$ cat src/rtl/mips_multicycle_ctrl.sv
// mips_multicycle_ctrl: control FSM for the multicycle MIPS datapath.
// Sequences the shared ALU, the unified memory and the register file over
// 3-5 cycles per instruction. It stalls in FETCH, MEM_READ and MEM_WRITE
// until mem_ready is high.
//
// Ports:
//   clk, rst_n        clock (rising edge), asynchronous active-low reset
//   opcode            IR[31:26], held stable by the IR from DECODE onward
//   zero              ALU zero flag (PC gating lives in the datapath)
//   mem_ready         memory completed the current access this cycle
//   pc_write .. pc_source   datapath enables and mux selects
//   instr_done        one-cycle pulse when an instruction retires
//   illegal_op        one-cycle pulse in DECODE on an unsupported opcode
//   state_o           current state, for debug
//   cycle_cnt, instr_cnt    performance counters
//
// Optional feature: define MIPS_CTRL_PERF_CNT_EN to build the cycle and
// retired-instruction counters. Without it both ports read 0 and no
// counter flops exist.
module mips_multicycle_ctrl #(
  parameter int unsigned STATE_W = 4
) (
  input  logic               clk,
  input  logic               rst_n,
  input  logic [5:0]         opcode,
  input  logic               zero,
  input  logic               mem_ready,
  output logic               pc_write,
  output logic               pc_write_cond,
  output logic               branch_ne,
  output logic               iord,
  output logic               mem_read,
  output logic               mem_write,
  output logic               ir_write,
  output logic               mem_to_reg,
  output logic               reg_dst,
  output logic               reg_write,
  output logic               alu_src_a,
  output logic [1:0]         alu_src_b,
  output logic [1:0]         ext_op,
  output logic [2:0]         alu_op,
  output logic [1:0]         pc_source,
  output logic               instr_done,
  output logic               illegal_op,
  output logic [STATE_W-1:0] state_o,
  output logic [31:0]        cycle_cnt,
  output logic [31:0]        instr_cnt
);

  typedef enum logic [3:0] {
    S_FETCH     = 4'd0,
    S_DECODE    = 4'd1,
    S_MEM_ADDR  = 4'd2,
    S_MEM_READ  = 4'd3,
    S_MEM_WB    = 4'd4,
    S_MEM_WRITE = 4'd5,
    S_R_EXEC    = 4'd6,
    S_R_WB      = 4'd7,
    S_BRANCH    = 4'd8,
    S_JUMP      = 4'd9,
    S_I_EXEC    = 4'd10,
    S_I_WB      = 4'd11
  } state_e;

  localparam logic [5:0] OP_RTYPE = 6'b000000;
  localparam logic [5:0] OP_J     = 6'b000010;
  localparam logic [5:0] OP_BEQ   = 6'b000100;
  localparam logic [5:0] OP_BNE   = 6'b000101;
  localparam logic [5:0] OP_ADDI  = 6'b001000;
  localparam logic [5:0] OP_ORI   = 6'b001101;
  localparam logic [5:0] OP_LUI   = 6'b001111;
  localparam logic [5:0] OP_LW    = 6'b100011;
  localparam logic [5:0] OP_SW    = 6'b101011;

  state_e state_q, state_d;

  // The branch decision is made in the datapath; zero is only passed through there.
  logic unused_zero;
  assign unused_zero = zero;

  // State register
  always_ff @(posedge clk or negedge rst_n) begin
    if (!rst_n) state_q <= S_FETCH;
    else        state_q <= state_d;
  end

  // Next state and control outputs
  always_comb begin
    state_d       = S_FETCH;
    pc_write      = 1'b0;
    pc_write_cond = 1'b0;
    branch_ne     = 1'b0;
    iord          = 1'b0;
    mem_read      = 1'b0;
    mem_write     = 1'b0;
    ir_write      = 1'b0;
    mem_to_reg    = 1'b0;
    reg_dst       = 1'b0;
    reg_write     = 1'b0;
    alu_src_a     = 1'b0;
    alu_src_b     = 2'b00;
    ext_op        = 2'b00;
    alu_op        = 3'b000;
    pc_source     = 2'b00;
    instr_done    = 1'b0;
    illegal_op    = 1'b0;

    unique case (state_q)
      S_FETCH: begin
        mem_read  = 1'b1;
        alu_src_b = 2'b01;
        // rst_n gate keeps the IR and PC untouched while reset is held.
        if (mem_ready && rst_n) begin
          ir_write = 1'b1;
          pc_write = 1'b1;
          state_d  = S_DECODE;
        end else begin
          state_d  = S_FETCH;
        end
      end
      S_DECODE: begin
        alu_src_b = 2'b11;
        case (opcode)
          OP_LW, OP_SW:            state_d = S_MEM_ADDR;
          OP_RTYPE:                state_d = S_R_EXEC;
          OP_BEQ, OP_BNE:          state_d = S_BRANCH;
          OP_J:                    state_d = S_JUMP;
          OP_ADDI, OP_ORI, OP_LUI: state_d = S_I_EXEC;
          default: begin
            illegal_op = 1'b1;
            state_d    = S_FETCH;
          end
        endcase
      end
      S_MEM_ADDR: begin
        alu_src_a = 1'b1;
        alu_src_b = 2'b10;
        state_d   = (opcode == OP_SW) ? S_MEM_WRITE : S_MEM_READ;
      end
      S_MEM_READ: begin
        mem_read = 1'b1;
        iord     = 1'b1;
        state_d  = mem_ready ? S_MEM_WB : S_MEM_READ;
      end
      S_MEM_WB: begin
        reg_write  = 1'b1;
        mem_to_reg = 1'b1;
        instr_done = 1'b1;
      end
      S_MEM_WRITE: begin
        mem_write  = 1'b1;
        iord       = 1'b1;
        instr_done = mem_ready;
        state_d    = mem_ready ? S_FETCH : S_MEM_WRITE;
      end
      S_R_EXEC: begin
        alu_src_a = 1'b1;
        alu_op    = 3'b010;
        state_d   = S_R_WB;
      end
      S_R_WB: begin
        reg_write  = 1'b1;
        reg_dst    = 1'b1;
        instr_done = 1'b1;
      end
      S_BRANCH: begin
        alu_src_a     = 1'b1;
        pc_write_cond = 1'b1;
        pc_source     = 2'b01;
        instr_done    = 1'b1;
        branch_ne     = (opcode == OP_BNE);
        alu_op        = (opcode == OP_BNE) ? 3'b011 : 3'b001;
      end
      S_JUMP: begin
        pc_write   = 1'b1;
        pc_source  = 2'b10;
        instr_done = 1'b1;
      end
      S_I_EXEC, S_I_WB: begin
        // Opcode is still held by the IR, so write-back re-derives the same ALU setup.
        if (state_q == S_I_EXEC) begin
          alu_src_a = 1'b1;
          alu_src_b = 2'b10;
          state_d   = S_I_WB;
        end else begin
          reg_write  = 1'b1;
          instr_done = 1'b1;
        end
        case (opcode)
          OP_ORI: begin
            ext_op = 2'b01;
            alu_op = 3'b100;
          end
          OP_LUI:  ext_op = 2'b10;
          default: ext_op = 2'b00;
        endcase
      end
      default: state_d = S_FETCH;
    endcase
  end

  assign state_o = STATE_W'(state_q);

`ifdef MIPS_CTRL_PERF_CNT_EN
  logic [31:0] cycle_cnt_q, instr_cnt_q;

  // Free-running cycle and retirement counters, wrapping modulo 2^32
  always_ff @(posedge clk or negedge rst_n) begin
    if (!rst_n) begin
      cycle_cnt_q <= 32'd0;
      instr_cnt_q <= 32'd0;
    end else begin
      cycle_cnt_q <= cycle_cnt_q + 32'd1;
      if (instr_done) instr_cnt_q <= instr_cnt_q + 32'd1;
    end
  end

  assign cycle_cnt = cycle_cnt_q;
  assign instr_cnt = instr_cnt_q;
`else
  assign cycle_cnt = 32'd0;
  assign instr_cnt = 32'd0;
`endif

endmodule

$ cat config.mk
export PLATFORM = sky130hd
export DESIGN_NAME = mips_multicycle_ctrl
export DESIGN_NICKNAME = d
export VERILOG_FILES = /design/src/rtl/mips_multicycle_ctrl.sv
export SDC_FILE = /design/constraint.sdc
export NUM_CORES = 1
export LEC_CHECK = 0
export CORE_ASPECT_RATIO = 0.75
export CORE_MARGIN = 3
export CORE_UTILIZATION = 30
export DETAILED_ROUTE_END_ITERATION = 16
export PLACE_DENSITY_LB_ADDON = 0.3
export SETUP_SLACK_MARGIN = 0.05
export SLEW_MARGIN = 20
export SYNTH_ARGS = -nofsm -noshare
export SYNTH_HDL_FRONTEND = slang
export SYNTH_SLANG_ARGS = --single-unit
$ cat constraint.sdc
create_clock -name clk -period 1.4 [get_ports clk]
set_input_delay 0.28 -clock clk [delete_from_list [all_inputs] [get_ports clk]]
set_output_delay 0.28 -clock clk [all_outputs]
set_load 0.005 [all_outputs]
After elaboration in Yosys (flattened, before gate mapping)
Index checks and enable logic that the tools add are counted.
W data, S select, Z words.
{ "totals": {"register_bits": 4, "output_inout_bits": 90, "word_cells": 65} }
{ "op_classes": {"eq_ne": 19, "n_mux": 32, "reduce_logical": 13} }
{ "op_table": {"columns": ["cell", "count"], "rows": [
  ["$pmux W4 S7", 1],
  ["$pmux W4 S5", 1],
  ["$eq A6 B4 Y1 const B", 3],
  ["$eq A4 B3 Y1 const B", 4],
  ["$eq A4 B4 Y1 const B", 4],
  ["$mux W1", 14],
  ["$eq A6 B3 Y1 const B", 2],
  ["$eq A6 B6 Y1 const B", 2],
  ["$mux W3", 4],
  ["$reduce_or A2 Y1", 6],
  ["$pmux W3 S3", 1],
  ["$reduce_or A9 Y1", 1],
  ["$eq A4 B2 Y1 const B", 2],
  ["$pmux W2 S2", 2],
  ["$pmux W2 S4", 1],
  ["$eq A6 B2 Y1 const B", 1],
  ["$logic_not A6 Y1", 1],
  ["$mux W2", 3],
  ["$pmux W1 S2", 3],
  ["$reduce_or A3 Y1", 2],
  ["$eq A4 B1 Y1 const B", 1],
  ["$logic_not A4 Y1", 1],
  ["$mux W4", 1],
  ["$reduce_or A4 Y1", 1],
  ["other kinds (2)", 2]
]} }

Depth between registers and ports, before layout
Gate-level depths: netlist of run 1.
{ "depth": {"word_depth": 4, "mapped_depth": 5, "ltp_nobuf": 3} }

Worst setup path before layout of run 1
OpenSTA, ideal clock, no wires.
{ "synth_timing": {"path_type": "input to output", "start": "input opcode[3]", "end": "output illegal_op", "path_stages": 4, "arrival_ns": 1.150, "path_slack_ns": -0.030, "cell_sequence": "clkbuf_1 nor4b_1 nor4_1 o311a_1"} }
{ "synth_between": {"elab_chain_cells": 4, "elab_cells_between_ends": 12, "cone_classes": "eq/ne: 8; mux: 2; reduce/logical: 2"} }
{ "synth_rtl": {"columns": ["item", "line", "source"], "rows": [
  ["start: declaration", "25", "input logic [5:0] opcode,"],
  ["$eq A6 B6 Y1 (tied with other cells)", "123", "case (opcode)"],
  ["$reduce_or A9 Y1 (no line) (*)", null, null],
  ["$mux W1 (*)", "123", null],
  ["$mux W1 (*)", "108", "unique case (state_q)"],
  ["end: declaration", "44", "output logic illegal_op,"]
]} }
Every way passes the cells marked *; elsewhere a longest branch is shown, timed or not.

Worst setup path in the final report of run 1
{ "layout_timing": {"start": "register state_q[1] (netlist: state_o[1])", "end": "output instr_done"} }
{ "layout_between": {"elab_chain_cells": 3, "elab_cells_between_ends": 11, "cone_classes": "eq/ne: 7; mux: 2; reduce/logical: 2"} }
{ "layout_rtl": {"columns": ["item", "line", "source"], "rows": [
  ["start: declaration", "75", "state_e state_q, state_d;"],
  ["start signal: assignment", "84", "else state_q <= state_d;"],
  ["$eq A4 B4 Y1 (tied with other cells)", "108", null],
  ["$reduce_or A4 Y1 (no line) (tied with other cells)", null, null],
  ["$pmux W1 S3 (*)", "108", null],
  ["end: declaration", "43", "output logic instr_done,"]
]} }
Marks and branches as above.

==> results of run 1 <==
## power by group through the flow
stage                     Clock [uW]  Combinational [uW]  Sequential [uW]
final                            279                2350              221
after global routing             293                2520              224
after CTS                        275                1940              212
after detailed placement           0                1380              254
after global placement             0                1380              254
after floorplan                    0                 792              188
## routing by layer
metal | track usage (%) | vias up | wire length, microns
met1 | 18.5 | 651 | 1600
met3 | 3.41 | 4 | 241
met4 | 1.50 | 0 | 43
met5 | 0 | - | 0
met2 | 30.4 | 47 | 2270
li1 | - | 641 | -
## cell type report
type | instances | area share, %
inverters | 3 | 0.515
flip-flops and latches | 4 | 4.81
clock buffers | 4 | 2.06
repair buffers | 107 | 42.0
well taps | 52 | 2.98
multi-input cells | 144 | 47.6
## cells in the mapped netlist (2+ instances only)
master     n  area, sq um
or3b_1     2         17.5
nor3b_1    4         30.0
nor3_1     5         25.0
and3_1     4         25.0
nor4b_1    2         17.5
nand2b_1   5         31.3
inv_1      3         11.3
o311ai_1   2         17.5
dfrtp_1    4          100
nor2b_1    6         37.5
buf_4     65          488
clkbuf_1   7         26.3
buf_2      5         25.0
nor2_1    10         37.5
and4b_1    2         20.0
o21ai_0    2         10.0
a21oi_1    5         25.0
and3b_1    3         26.3
nand4_1    3         18.8
nor4_1     6         37.5
## critical path: stages (launching register included)
cell,delay (ns)
dfrtp_2,0.46
buf_12,0.15
or3b_4,0.38
a21oi_2,0.14
a211oi_1,0.06
buf_2,0.13
## timing repair
| action | in CTS | in global routing |
|---|---|---|
| hold buffers | 0 | 0 |
| endpoints found under the setup margin | 30 | 28 |
| cloned | 0 | 0 |
| pin swaps | 25 | 18 |
| gates resized for setup | 173 | 40 |
| buffers inserted | 31 | 5 |
## cell families (layout without fill, tap and decap cells)
logic type,count (synthesis),count (layout),synth area share (%)
flip-flops,4,4,8.41
XOR/XNOR,1,1,0.736
multiplexers,1,1,0.841
buffers and inverters,80,114,46.3
other,1,64,0.315
AND/OR/NAND/NOR,59,59,32.4
AO/OA/AOI/OAI,19,19,11.0
## stage by stage
step / setup WS (ns) / area (sq um) / setup TNS (ns) / hold WS (ns)
finish: -0.428 / 2190 / -6.25 / 0.344
global route: -0.462 / 2190 / -7.54 / 0.375
CTS: -0.383 / 2000 / -5.60 / 0.346
detailed placement: -0.901 / 1630 / -13.43 / 0.582
global placement: -0.875 / 1630 / -13.35 / 0.577
floorplan: 0.00988 / 1450 / 0 / -0.0156
## how the worst max path moves through the flow
stage / startpoint / end
after global placement: opcode[0] / illegal_op
after CTS: state_o[1] / instr_done
after global routing: state_o[1] / instr_done
after detailed placement: opcode[2] / illegal_op
after floorplan: opcode[0] / illegal_op
final: state_o[1] / instr_done
==> results.json, run 1 <==
{
  "yosysUniqueCellTypes": 40,
  "yosys_most_used_dff": "dfrtp_1",
  "via_per_inst": 4.28,
  "routed_wl_microns": 4160,
  "ys_seq_elements": 4,
  "grt-ovfl-total": 0,
  "clock_skew_ns": 0.000130,
  "cts_sinks": 4,
  "cts_tree": "done",
  "critPathCaptureType": "output pin",
  "die_area_sq_um": 4770,
  "p_int_uw": 1710,
  "grt_max_degree": 9,
  "cts_buffers": 3,
  "power_frac_seq_pct": 7.8,
  "min_period_ns": 1.83,
  "cts_buffer_depth": 2,
  "antenna_found_initial": 0,
  "drive_above_1_share_pct": 57.3,
  "diodes": 0,
  "nets": 273,
  "syn2layout_area_growth_pct": 83.7,
  "regToRegSetupSlack_ns": -0.27,
  "gp_congestion": 0.781,
  "num_rows": 19,
  "coreArea_sq_um": 3730,
  "drv_cap": 0,
  "layout_commonest_cell": "conb_1",
  "path_max_fanout": 4,
  "period_share_pct": 131,
  "clkLatencyLatePin_ns": 0.22,
  "wl_per_cell_microns": 13.2,
  "synth-async-reset-ratio_pct": 100,
  "post-place-cells": 279,
  "status": "complete, but fails checks",
  "track_usage_pct": 15.6,
  "vdd_ir_drop_max_mv": 0.559,
  "r2r_start": "state_o[1]",
  "largest_reg_flops": 4,
  "clk_pin_slew_ns": 0.04,
  "worstMarginPinSlew_ns": 0.543,
  "syn_avg_cell_area_sq_um": 7.21,
  "reg2reg_to": "state_o[0]",
  "vias": 1343,
  "setup_slack_ns": -0.428,
  "cts_max_level": 1,
  "hold_violations": 0,
  "arrival_ns": 1.55,
  "dr.first_iter.drc_count": 27,
  "power.leakage_uw": 0.00111,
  "combPwrFrac_pct": 82.4,
  "syn_area_sq_um": 1190,
  "violations": "setup timing",
  "rsz0062_at_grt": "true",
  "ff2ff_path_depth": 6,
  "instances_no_fill": 314,
  "dp_hpwl_microns": 2430,
  "num_io_pins": 100,
  "ant_nets": 0,
  "clock_power_share_pct": 9.8,
  "start_util_pct": 31.9,
  "grt_pass1_wl_microns": 5750,
  "register_area_sq_um": 105,
  "dieWidth_microns": 78.7,
  "p_total_uw": 2850,
  "grt_pass1_vias": 1163,
  "final_util_pct": 58.6,
  "drv_slew": 0,
  "relSlewSlack_pct": 63.5,
  "post-route-drc-count": 0,
  "die_h_microns": 60.5,
  "fillers": 339,
  "clk_root_buffer_cell": "clkbuf_8",
  "power_density_nw_per_um2": 1300,
  "portBuffers": 34,
  "crit_type": "flop to output pin",
  "power.switching_uw": 1130,
  "startpoint_type": "flop",
  "worst_ep_required_time_ns": 1.12,
  "firstDrtPassIters": 4,
  "multi_input_area_sq_um": 1040,
  "synth-edff-count": 0,
  "most-common-layout-cells": "conb_1, buf_6, buf_4",
  "syn_inst": 165,
  "ys_warn_count": 0,
  "synth_seq_area_share_pct": 8.41,
  "max_clock_freq_mhz": 547,
  "setup_viol": 25,
  "p_sw_share_pct": 39.8,
  "worstHoldPathType": "input port to async pin"
}
Power figures use the tool's default switching activity.
==> inputs of run 2 (changes only) <==
- TNS_END_PERCENT: not set -> 100
==> results of run 2 <==
The final DEF is identical to that of run 1; final timing and power are the same.
